===== config.mk =====
export PLATFORM = sky130hd
export DESIGN_NAME = hazard_ctrl
export DESIGN_NICKNAME = d
export VERILOG_FILES = /design/src/rtl/hazard_ctrl.sv
export SDC_FILE = /design/constraint.sdc
export NUM_CORES = 1
export LEC_CHECK = 0
export CAP_MARGIN = 20
export CORE_MARGIN = 2
export CORE_UTILIZATION = 30
export DETAILED_ROUTE_END_ITERATION = 12
export GPL_TIMING_DRIVEN = 0
export HOLD_SLACK_MARGIN = 0.02
export MAX_ROUTING_LAYER = met4
export PLACE_DENSITY = 0.62
export SLEW_MARGIN = 5
export SYNTH_ARGS = -nofsm -noshare
export SYNTH_HDL_FRONTEND = slang
export SYNTH_SLANG_ARGS = --single-unit

===== constraint.sdc =====
create_clock -name clk -period 4.8 [get_ports clk]
set_input_delay 0.48 -clock clk [delete_from_list [all_inputs] [get_ports clk]]
set_output_delay 0.48 -clock clk [all_outputs]
set_load 0.005 [all_outputs]

===== src/rtl/hazard_ctrl.sv =====
// -----------------------------------------------------------------------------
// hazard_ctrl
//
// Central hazard unit for the five-stage MIPS pipeline.
//   * Data hazards: compares the D-stage source registers and their Tuse tags
//     against the destinations and Tnew tags of the E and M stages. A stall
//     holds the PC and the F->D register and bubbles the D->E register.
//   * Forwarding: selects the bypass source for the D-stage comparator/branch
//     operands and for the E-stage ALU operands.
//   * Mult/div: a down-counter models the multi-cycle HI/LO unit. While it
//     runs, any D instruction that touches HI/LO is stalled.
//
// Parameters
//   MULT_CYCLES  busy cycles after an accepted mult/multu
//   DIV_CYCLES   busy cycles after an accepted div/divu
//
// Ports
//   clk, reset               clock; synchronous active-high reset
//   Rs_D, Rt_D               D-stage source registers
//   Tuse_rs_D, Tuse_rt_D     0 = read in D, 1 = read in E, 3 = not read
//   Rs_E, Rt_E               source registers held in the D->E register
//   WA_E/RegWrite_E/Tnew_E   E-stage destination, write enable, cycles to result
//   WA_M/RegWrite_M/Tnew_M   M-stage destination, write enable, cycles to result
//   WA_W/RegWrite_W          W-stage destination, write enable
//   md_start_D, md_is_div_D  D instruction is mult/div (and which one)
//   md_use_D                 D instruction touches HI/LO
//   stall_F, stall_D, clr_E  stall the front end, bubble the D->E register
//   fwd_rs_D, fwd_rt_D       00 reg file, 01 from M, 10 from W, 11 from E
//   fwd_rs_E, fwd_rt_E       00 pipe value, 01 from M, 10 from W
//   md_busy                  mult/div unit busy
// -----------------------------------------------------------------------------
module hazard_ctrl #(
  parameter int MULT_CYCLES = 5,
  parameter int DIV_CYCLES  = 10
) (
  input  logic       clk,
  input  logic       reset,
  input  logic [4:0] Rs_D,
  input  logic [4:0] Rt_D,
  input  logic [1:0] Tuse_rs_D,
  input  logic [1:0] Tuse_rt_D,
  input  logic [4:0] Rs_E,
  input  logic [4:0] Rt_E,
  input  logic [4:0] WA_E,
  input  logic       RegWrite_E,
  input  logic [1:0] Tnew_E,
  input  logic [4:0] WA_M,
  input  logic       RegWrite_M,
  input  logic [1:0] Tnew_M,
  input  logic [4:0] WA_W,
  input  logic       RegWrite_W,
  input  logic       md_start_D,
  input  logic       md_is_div_D,
  input  logic       md_use_D,
  output logic       stall_F,
  output logic       stall_D,
  output logic       clr_E,
  output logic [1:0] fwd_rs_D,
  output logic [1:0] fwd_rt_D,
  output logic [1:0] fwd_rs_E,
  output logic [1:0] fwd_rt_E,
  output logic       md_busy
);

  // ---------------------------------------------------------------------------
  // Types and constants
  // ---------------------------------------------------------------------------
  typedef enum logic [1:0] {
    FWD_RF = 2'b00,  // register file / value already in the pipe register
    FWD_M  = 2'b01,
    FWD_W  = 2'b10,
    FWD_E  = 2'b11   // only meaningful for the D-stage selects
  } fwd_sel_e;

  typedef enum logic {
    MD_IDLE = 1'b0,
    MD_BUSY = 1'b1
  } md_state_e;

  localparam logic [1:0] TUSE_NONE = 2'd3;

  // Counter must hold the longer of the two latencies, and is never below 4 bits.
  localparam int MD_MAX    = (DIV_CYCLES > MULT_CYCLES) ? DIV_CYCLES : MULT_CYCLES;
  localparam int MD_BITS   = $clog2(MD_MAX + 1);
  localparam int CNT_W     = (MD_BITS > 4) ? MD_BITS : 4;

  localparam logic [CNT_W-1:0] CNT_ZERO  = '0;
  localparam logic [CNT_W-1:0] CNT_ONE   = CNT_W'(1);
  localparam logic [CNT_W-1:0] MULT_LOAD = CNT_W'(MULT_CYCLES);
  localparam logic [CNT_W-1:0] DIV_LOAD  = CNT_W'(DIV_CYCLES);

  // ---------------------------------------------------------------------------
  // Helper functions
  // ---------------------------------------------------------------------------
  // A source hits a stage only when that stage really writes a non-$0 register.
  function automatic logic reg_hit(input logic [4:0] src,
                                   input logic [4:0] wa,
                                   input logic       we);
    return we && (wa != 5'd0) && (src == wa);
  endfunction

  // The consumer needs the value before the producer has it: stall.
  function automatic logic use_too_early(input logic [1:0] tuse,
                                         input logic       hit_e,
                                         input logic       hit_m,
                                         input logic [1:0] tnew_e,
                                         input logic [1:0] tnew_m);
    return (tuse != TUSE_NONE) &&
           ((hit_e && (tuse < tnew_e)) || (hit_m && (tuse < tnew_m)));
  endfunction

  // D-stage bypass: youngest producer whose value already exists wins.
  function automatic fwd_sel_e fwd_sel_d(input logic       hit_e,
                                         input logic       hit_m,
                                         input logic       hit_w,
                                         input logic [1:0] tnew_e,
                                         input logic [1:0] tnew_m);
    if (hit_e && (tnew_e == 2'd0))      return FWD_E;
    else if (hit_m && (tnew_m == 2'd0)) return FWD_M;
    else if (hit_w)                     return FWD_W;
    else                                return FWD_RF;
  endfunction

  // E-stage bypass: the E stage cannot forward to itself.
  function automatic fwd_sel_e fwd_sel_e_stage(input logic       hit_m,
                                               input logic       hit_w,
                                               input logic [1:0] tnew_m);
    if (hit_m && (tnew_m == 2'd0)) return FWD_M;
    else if (hit_w)                return FWD_W;
    else                           return FWD_RF;
  endfunction

  // ---------------------------------------------------------------------------
  // Register match bits
  // ---------------------------------------------------------------------------
  logic rs_d_hit_e, rs_d_hit_m, rs_d_hit_w;
  logic rt_d_hit_e, rt_d_hit_m, rt_d_hit_w;
  logic rs_e_hit_m, rs_e_hit_w;
  logic rt_e_hit_m, rt_e_hit_w;

  assign rs_d_hit_e = reg_hit(Rs_D, WA_E, RegWrite_E);
  assign rs_d_hit_m = reg_hit(Rs_D, WA_M, RegWrite_M);
  assign rs_d_hit_w = reg_hit(Rs_D, WA_W, RegWrite_W);
  assign rt_d_hit_e = reg_hit(Rt_D, WA_E, RegWrite_E);
  assign rt_d_hit_m = reg_hit(Rt_D, WA_M, RegWrite_M);
  assign rt_d_hit_w = reg_hit(Rt_D, WA_W, RegWrite_W);
  assign rs_e_hit_m = reg_hit(Rs_E, WA_M, RegWrite_M);
  assign rs_e_hit_w = reg_hit(Rs_E, WA_W, RegWrite_W);
  assign rt_e_hit_m = reg_hit(Rt_E, WA_M, RegWrite_M);
  assign rt_e_hit_w = reg_hit(Rt_E, WA_W, RegWrite_W);

  // ---------------------------------------------------------------------------
  // Stall generation
  // ---------------------------------------------------------------------------
  logic stall_rs, stall_rt, stall_md, stall;

  assign stall_rs = use_too_early(Tuse_rs_D, rs_d_hit_e, rs_d_hit_m, Tnew_E, Tnew_M);
  assign stall_rt = use_too_early(Tuse_rt_D, rt_d_hit_e, rt_d_hit_m, Tnew_E, Tnew_M);
  assign stall_md = md_use_D & md_busy;
  assign stall    = stall_rs | stall_rt | stall_md;

  // Freezing F/D and bubbling E are always the same decision.
  assign stall_F = stall;
  assign stall_D = stall;
  assign clr_E   = stall;

  // ---------------------------------------------------------------------------
  // Forwarding selects
  // ---------------------------------------------------------------------------
  assign fwd_rs_D = fwd_sel_d(rs_d_hit_e, rs_d_hit_m, rs_d_hit_w, Tnew_E, Tnew_M);
  assign fwd_rt_D = fwd_sel_d(rt_d_hit_e, rt_d_hit_m, rt_d_hit_w, Tnew_E, Tnew_M);
  assign fwd_rs_E = fwd_sel_e_stage(rs_e_hit_m, rs_e_hit_w, Tnew_M);
  assign fwd_rt_E = fwd_sel_e_stage(rt_e_hit_m, rt_e_hit_w, Tnew_M);

  // ---------------------------------------------------------------------------
  // Mult/div busy tracking
  // ---------------------------------------------------------------------------
  md_state_e        md_state_q, md_state_d;
  logic [CNT_W-1:0] md_cnt_q,   md_cnt_d;
  logic             md_accept;
  logic [CNT_W-1:0] md_load;

  // A start held in D by any stall has not issued, so it must not load.
  assign md_accept = md_start_D & ~stall;
  assign md_load   = md_is_div_D ? DIV_LOAD : MULT_LOAD;

  // NOTE: every signal assigned here gets a default first; a path that leaves
  // one unassigned would infer a latch.
  always_comb begin
    md_state_d = md_state_q;
    md_cnt_d   = md_cnt_q;
    case (md_state_q)
      MD_IDLE: begin
        if (md_accept) begin
          md_cnt_d   = md_load;
          md_state_d = (md_load != CNT_ZERO) ? MD_BUSY : MD_IDLE;
        end
      end
      MD_BUSY: begin
        // Legal code cannot start while busy (the start itself stalls), but a
        // start that does get through reloads rather than being dropped.
        if (md_accept) begin
          md_cnt_d   = md_load;
          md_state_d = (md_load != CNT_ZERO) ? MD_BUSY : MD_IDLE;
        end else if (md_cnt_q <= CNT_ONE) begin
          md_cnt_d   = CNT_ZERO;
          md_state_d = MD_IDLE;
        end else begin
          md_cnt_d   = md_cnt_q - CNT_ONE;
        end
      end
      default: begin
        md_cnt_d   = CNT_ZERO;
        md_state_d = MD_IDLE;
      end
    endcase
  end

  // NOTE: state registers use non-blocking assignments so every flop samples
  // the pre-edge values; reset is synchronous and wins over a same-cycle start.
  always_ff @(posedge clk) begin
    if (reset) begin
      md_state_q <= MD_IDLE;
      md_cnt_q   <= CNT_ZERO;
    end else begin
      md_state_q <= md_state_d;
      md_cnt_q   <= md_cnt_d;
    end
  end

  assign md_busy = (md_cnt_q != CNT_ZERO);

endmodule


Yosys cells after proc, flatten, opt, wreduce, memory -nomap -nowiden:

Cells that the tools add are included.
W data, S select, Z words.

* flip-flop bits (word level): 5
* input port bits: 51
* output and inout bits: 12

* add/sub/neg operators: 1
* order comparisons: 5
* equality and inequality tests: 13
* muxes and demuxes: 20
* bitwise gates (word level): 6
* reduce and logical (&&, ||, !) cells: 34

Operators by type and width (number)
* $eq A5 B5 Y1: 10
* $logic_and A1 B1 Y1: 25
* $mux W2: 10
* $mux W4: 4
* $reduce_bool A5 Y1: 3
* $lt A2 B2 Y1: 4
* $pmux W4 S2: 1
* $reduce_bool A4 Y1: 2
* $ne A2 B2 Y1 const B: 3
* $le A4 B1 Y1 const B: 1
* $logic_not A2 Y1: 2
* $mux W1: 4
* $sub A4 B1 Y4 const B: 1
* $and A1 B1 Y1: 2
* $logic_or A1 B1 Y1: 2
* $not A1 Y1: 2
* $or A1 B1 Y1: 2
* $pmux W1 S2: 1

Depth between registers and ports, before layout:

* depth after elaboration: 12
* mapped depth: 8

Worst setup path before layout:

No wires, ideal clock.

* kind: input port to output port
* start: in WA_M[2]
* end: out stall_D
* data arrival time: 1.935 ns
* data required time: 4.320 ns
* slack: 2.385 ns
* stages: 7
* buffers on the path: 2
* cell sequence: buf_2 -> or4_4 -> o21ai_4 -> nor3_2 -> a221oi_4 -> nand2_1 -> buf_4

* word-level cells in the longest chain between the ends: 8
* elaborated cells on any way between the ends: 14
* classes of those cells: 2 x eq/ne; 2 x bitwise; 10 x reduce/logical

Ends and longest elaborated chain
* start: declaration: line 47 `input logic [4:0] WA_M,`
* $reduce_bool A5 Y1: line 99 `return we && (wa != 5'd0) && (src == wa);`
* $logic_and A1 B1 Y1 (2 in a row): line 99
* $logic_and A1 B1 Y1: line 109 `((hit_e && (tuse < tnew_e)) || (hit_m && (tuse < tnew_m)));`
* $logic_or A1 B1 Y1: line 109
* $logic_and A1 B1 Y1: line 108 `return (tuse != TUSE_NONE) &&`
* $or A1 B1 Y1 (*) (2 in a row): line 160 `assign stall = stall_rs | stall_rt | stall_md;`
* end: declaration: line 56 `output logic stall_D,`

Mark *: on every way between the ends. The rest lies on a longest branch, timed or not.

Worst setup path after layout:

* start: in Tnew_E[1]
* end: out stall_D

* word-level cells in the longest chain between the ends: 6
* elaborated cells on any way between the ends: 10
* classes of those cells: 2 x order compare; 2 x bitwise; 6 x reduce/logical

Ends and longest elaborated chain
* start: declaration: line 46 `input logic [1:0] Tnew_E,`
* $lt A2 B2 Y1: line 109
* $logic_and A1 B1 Y1: line 109
* $logic_or A1 B1 Y1: line 109
* $logic_and A1 B1 Y1: line 108
* $or A1 B1 Y1 (*) (2 in a row): line 160

Marks and branches as above.

==> impl_metrics.tcl <==
set metrics [dict create \
    grt_max_degree 8 \
    synth_cell_type_count 37 \
    post_cts_resized 0 \
    crit_fanout 3 \
    cts_buffers 3 \
    place_area_um2 1821 \
    detailroute.via_count 1237 \
    post_cts_buffers 0 \
    skew_ns 0.003692 \
    critPathCaptureType "output pin" \
    drc 0 \
    crit_path_start_kind "primary input" \
    reg2reg_from "md_cnt_q[0]$_SDFFE_PP0P_" \
    synth_top_area_share_pct 20.53 \
    yosysTopAreaCell "xnor2_1" \
    layout-drive-gt1-share_pct 7.109 \
    syn_inst 155 \
    fin_crit_sh_pct 71.18 \
    syn_nets 213 \
    wirelength_um 3419 \
    run_status "finished, final reports clean" \
    drv_cap 0 \
    critical_path_required_ns 4.32 \
    min_path_cells 2 \
    grt_pass1_vias 1300 \
    grt_overflow 0 \
    slowest_stage "clkdlybuf4s50_1" \
    worst_pin_slew_ns 0.6049 \
    syn_area_um2 1237 \
    syn_area_per_cell_um2 7.983 \
    final_nets 270 \
    slew_violations 0 \
    clk_path_buf_depth 2 \
    nFillCells 413 \
    worstSkewPairLatency_ns 0.23 \
    wl_per_cell_um 13.10 \
    grtUsageTotal_pct 16.32 \
    postCtsHoldBufs 0 \
    yosysSeqAreaShare_pct 8.089 \
    rr_endpoint "md_cnt_q[1]$_SDFFE_PP0P_" \
    cts.sinks 5 \
    rsz0062_at_grt "false" \
    hold_class "register to register" \
    hold_path.startpoint "md_state_q$_SDFF_PP0_" \
    vias_per_cell 4.739 \
    worst_r2r_path_depth 8 \
    drtIter0Drc 18 \
    cts_tree "done" \
    hold_end "md_state_q$_SDFF_PP0_" \
    setup_viol 0 \
    hold_viol_final 0 \
    place_hpwl_um 2959 \
    io_pins 63 \
    diodes 0 \
    max_stage_delay_ns 0.50 \
    start_util_pct 31.16 \
    io_buffers 52 \
    cellLeakagePower_nw 0.6811 \
    antenna_found_initial 0 \
    gp_congestion 0.8380 \
    r2r_setup_slack_ns 3.13 \
    arrival_ns 2.94 \
    relSlewSlack_pct 59.30 \
    path_clk_slew_ns 0.04 \
    synth-async-reset-ratio_pct 0 \
    fmax_mhz 292.7 \
    power_density_nw_per_um2 167.6 \
    path_class "primary input to output pin" \
    ys_ff_latch 5 \
    grt_pass1_wl_um 5630 \
    die_w_um 68.23 \
    row_count 23 \
    firstDrtPassIters 4 \
    worstPathCellList "clkdlybuf4s50_1 > inv_1 > ha_1 > nor2b_1 > o22a_1 > nor4_1 > a221oi_4 > nand2_1 > buf_4 > clkdlybuf4s50_1" \
    multi_input_area_um2 1054 \
    synth_edf_count 0 \
    die_h_um 68.23 \
    synth_top_flop_cell "dfxtp_1" \
    synthTopCellsByArea "xnor2_1 21%, xor2_1 15%, dfxtp_1 8.1%" \
    area_growth_pct 50.76 \
    crit_family "buffers and inverters" \
    timing.critical_path.mode_cell "clkdlybuf4s50_1" \
    postLayoutCellArea_um2 1866 \
    seqCellArea_um2 100.1 \
    coreArea_um2 3971 \
    cts_max_level 1 \
    fin_tns_setup_ns 0 \
    cts-root-buf "clkbuf_8" \
    ir_worst_vdd_v 0.00007340 \
    critPathBufInv 4 \
    ys_warn_count 0 \
    die_area_um2 4655 \
    antenna_left 0 \
    period_needed_ns 3.417 \
]
flip-flops by register name, indices dropped and copies added, names as in the netlist:
signal / count
md_state_q: 1
md_cnt_q: 4
power by group:
group          total (mW)  internal (mW)  leakage (nW)  switching (mW)
Clock              0.0807         0.0573        0.0228          0.0234
Combinational       0.179          0.103         0.617          0.0764
Sequential         0.0528         0.0473        0.0413         0.00546
Total               0.313          0.207         0.681           0.105
per-stage QoR:
| step | worst slack, ns | power (mW) | cells | hold WS [ns] | utilization [%] |
|---|---|---|---|---|---|
| after floorplan | 2.385 | 0.1556 | 155 | 0.5154 | - |
| after global placement | 1.402 | 0.2323 | 257 | 0.5787 | 45.84 |
| after detailed placement | 1.389 | 0.2335 | 257 | 0.5569 | 45.84 |
| after global routing | 1.242 | 0.3362 | 261 | 0.6093 | 46.98 |
| after CTS | 1.379 | 0.3151 | 261 | 0.5666 | 46.98 |
| final | 1.383 | 0.3126 | 261 | 0.5664 | 46.98 |
cells in the final DEF (no fill, tap or decap), types with 2 or more instances in the layout:
cell type / netlist / final
nor2b_1: 5 / 5
mux2_4: 2 / 2
or4_1: 4 / 4
ha_1: 7 / 7
nand3_1: 7 / 7
a21o_1: 2 / 2
nor2_1: 8 / 8
o22a_1: 4 / 4
clkbuf_8: 0 / 3
mux2_1: 2 / 2
clkdlybuf4s50_1: 0 / 52
xor2_1: 21 / 21
xnor2_1: 29 / 29
buf_4: 3 / 3
nor3_1: 5 / 5
clkbuf_1: 7 / 8
a21oi_1: 4 / 4
nor4_1: 11 / 11
dfxtp_1: 5 / 5
nand2_1: 6 / 6
inv_1: 5 / 5
per-layer routing:
| metal | vias to the layer above | GRT usage [%] | part of all wire (%) |
|---|---|---|---|
| met4 | 0 | 5.250 | 0.76 |
| met1 | 552 | 19.96 | 46 |
| li1 | 652 | - | - |
| met2 | 31 | 28.76 | 50 |
| met5 | - | - | 0 |
| met3 | 2 | 0.6579 | 3.2 |
worst max path at each step:
| stage | cells after the start | end | slack, ns | start |
|---|---|---|---|---|
| after detailed placement | 10 | stall_D | 1.39 | Tnew_E[1] |
| after global placement | 10 | stall_F | 1.40 | Tnew_E[1] |
| final | 10 | stall_D | 1.38 | Tnew_E[1] |
| after CTS | 10 | stall_D | 1.38 | Tnew_E[1] |
| after floorplan | 7 | stall_D | 2.39 | WA_M[2] |
| after global routing | 10 | stall_F | 1.24 | Tnew_E[1] |
kinds of logic (layout without fill, tap and decap cells):
kind of cell | count (synthesis) | in the layout | share of synthesized area, %
AOI/OAI and AO/OA | 18 | 18 | 12.64
and+or+nand+nor | 53 | 53 | 24.98
xor gates and xnor gates | 50 | 50 | 35.39
muxes | 5 | 5 | 5.056
adders and majority gates | 7 | 7 | 7.078
DFF | 5 | 5 | 8.089
buffers and inverters | 17 | 73 | 6.774
cells in the mapped netlist, types with 2 or more instances:
cell	count
buf_4	3
a21oi_1	4
ha_1	7
inv_1	5
xnor2_1	29
a21o_1	2
or4_1	4
nor2b_1	5
xor2_1	21
nand2_1	6
clkbuf_1	7
dfxtp_1	5
nor3_1	5
nor2_1	8
mux2_1	2
nand3_1	7
o22a_1	4
nor4_1	11
mux2_4	2
cell type report:
class | count | area share [%]
well taps | 50 | 3.353
multi-input cells | 133 | 56.47
inverters | 5 | 1.006
flip-flops and latches | 5 | 5.366
clock buffers | 4 | 2.414
repair buffers | 52 | 27.90
plain buffers | 12 | 3.488
tightest hold or removal path, cell delays in order, from the launching register on:
cell,delay (ns)
dfxtp_1,0.33
o31ai_1,0.11
a21oi_1,0.07
(Power assumes the default switching activity.)
==> patch, RTL diff (same flow settings) <==
Set the parameter `MULT_CYCLES` to 10 (it was 5).
--- a/src/rtl/hazard_ctrl.sv
+++ b/src/rtl/hazard_ctrl.sv
@@ -32,3 +32,3 @@
 module hazard_ctrl #(
-  parameter int MULT_CYCLES = 5,
+  parameter int MULT_CYCLES = 10,
   parameter int DIV_CYCLES  = 10
Behaviour: not the same (Yosys sat finds a counterexample within 10 cycles, from zero or initial values and one cycle with reset high).
==> patch against the original RTL <==
- total power fell by 11%
- area after synthesis fell by 3.5%
- final area fell by 3.0%
- synthesized cell count fell by 3.9%
- setup slack improved by 0.11 ns
- critical path type unchanged
- wire length fell by 5.3%
- hold slack got worse by 0.0088 ns
- sequential share of layout area rose by 0.17 points
- sequential cell count did not move
==> patch: results (changes against the original RTL) <==
Route
  – Met3 WL: 232 µm (+110%)
  – Routed wire length per instance: 12.85 µm (-1.9%)
  – DRT iter0 DRCs: 38 (+20)
  – Routed WL: 3237 µm (-5.3%)
  – Via/cell ratio: 4.675 (-1.4%)

Placement
  – Pre-CTS setup slack: 1.504 ns (+0.1156 ns)
  – Port-buffer cells: 51 (-1.9%)

Worst setup path
  – R2R depth: 7 (-1)
  – Data arrival time of the worst path: 2.82 ns (-0.12 ns)
  – Slowest-stage cell, CP: or4_4

Global route
  – Met3 Use GR: 2.196% (+1.5 points)
  – Vias in the first global route: 1074 (-17%)
  – Total Routing Usage GR: 14.81% (-1.5 points)
  – First-pass GRT wire length: 4899 µm (-13%)
  – Met2 GRT Util: 21.66% (-7.1 points)
  – Met1 usage: 20.78% (+0.82 points)

Layout
  – Non-Clock Buffer Area Fraction: 32.92% (+1.5 points)
  – Layout cells sized above 1: 10.29% (+3.2 points)
  – Area of the multi-input gates: 985.9 µm² (-6.4%)

Yosys
  – Xor/xnor share of the synthesized area: 36.69% (+1.3 points)
  – Syn_area_per_cell: 8.011 µm² (+0.35%)
  – Mux cell area share after synthesis: 1.677% (-3.4 points)
  – Syn Nets: 207 (-2.8%)
  – Synth Area in Adders: 7.338% (+0.26 points)

Power
  – VDD IR max: 0.1805 mV (+150%)

Floorplanning
  – Tap cells: 48 (-4.0%)

Status
  – Status: completed
patch: changes by cell type after synthesis, moves of 3 or more:
| cell | before | now |
|---|---|---|
| xnor2_1 | 29 | 20 |
| o21ai_0 | 0 | 3 |
| nor4_2 | 0 | 4 |
| nor4_1 | 11 | 5 |
| xor2_1 | 21 | 30 |
patch: tightest hold or removal path, delay by kind of cell (launching register included):
family	cells	cell delay (ns)
flops	1	0.31
compound gates	2	0.19
patch: how the worst max path moves through the flow:
stage / slack (ns) / from / endpoint / cells past startpoint
floorplan: 2.48 / WA_M[2] / fwd_rs_E[1] / 7
global placement: 1.50 / Rt_D[3] / stall_D / 8
global route: 1.40 / Rt_D[3] / stall_D / 8
detailed placement: 1.50 / Rt_D[3] / stall_D / 8
CTS: 1.49 / Rt_D[3] / stall_D / 8
finish: 1.50 / Rt_D[3] / stall_D / 8
patch: where the power goes:
part / switching (W) / internal (W)
logic: 0.0000648 / 0.0000871
registers: 0.00000319 / 0.0000458
clock network: 0.0000198 / 0.0000569
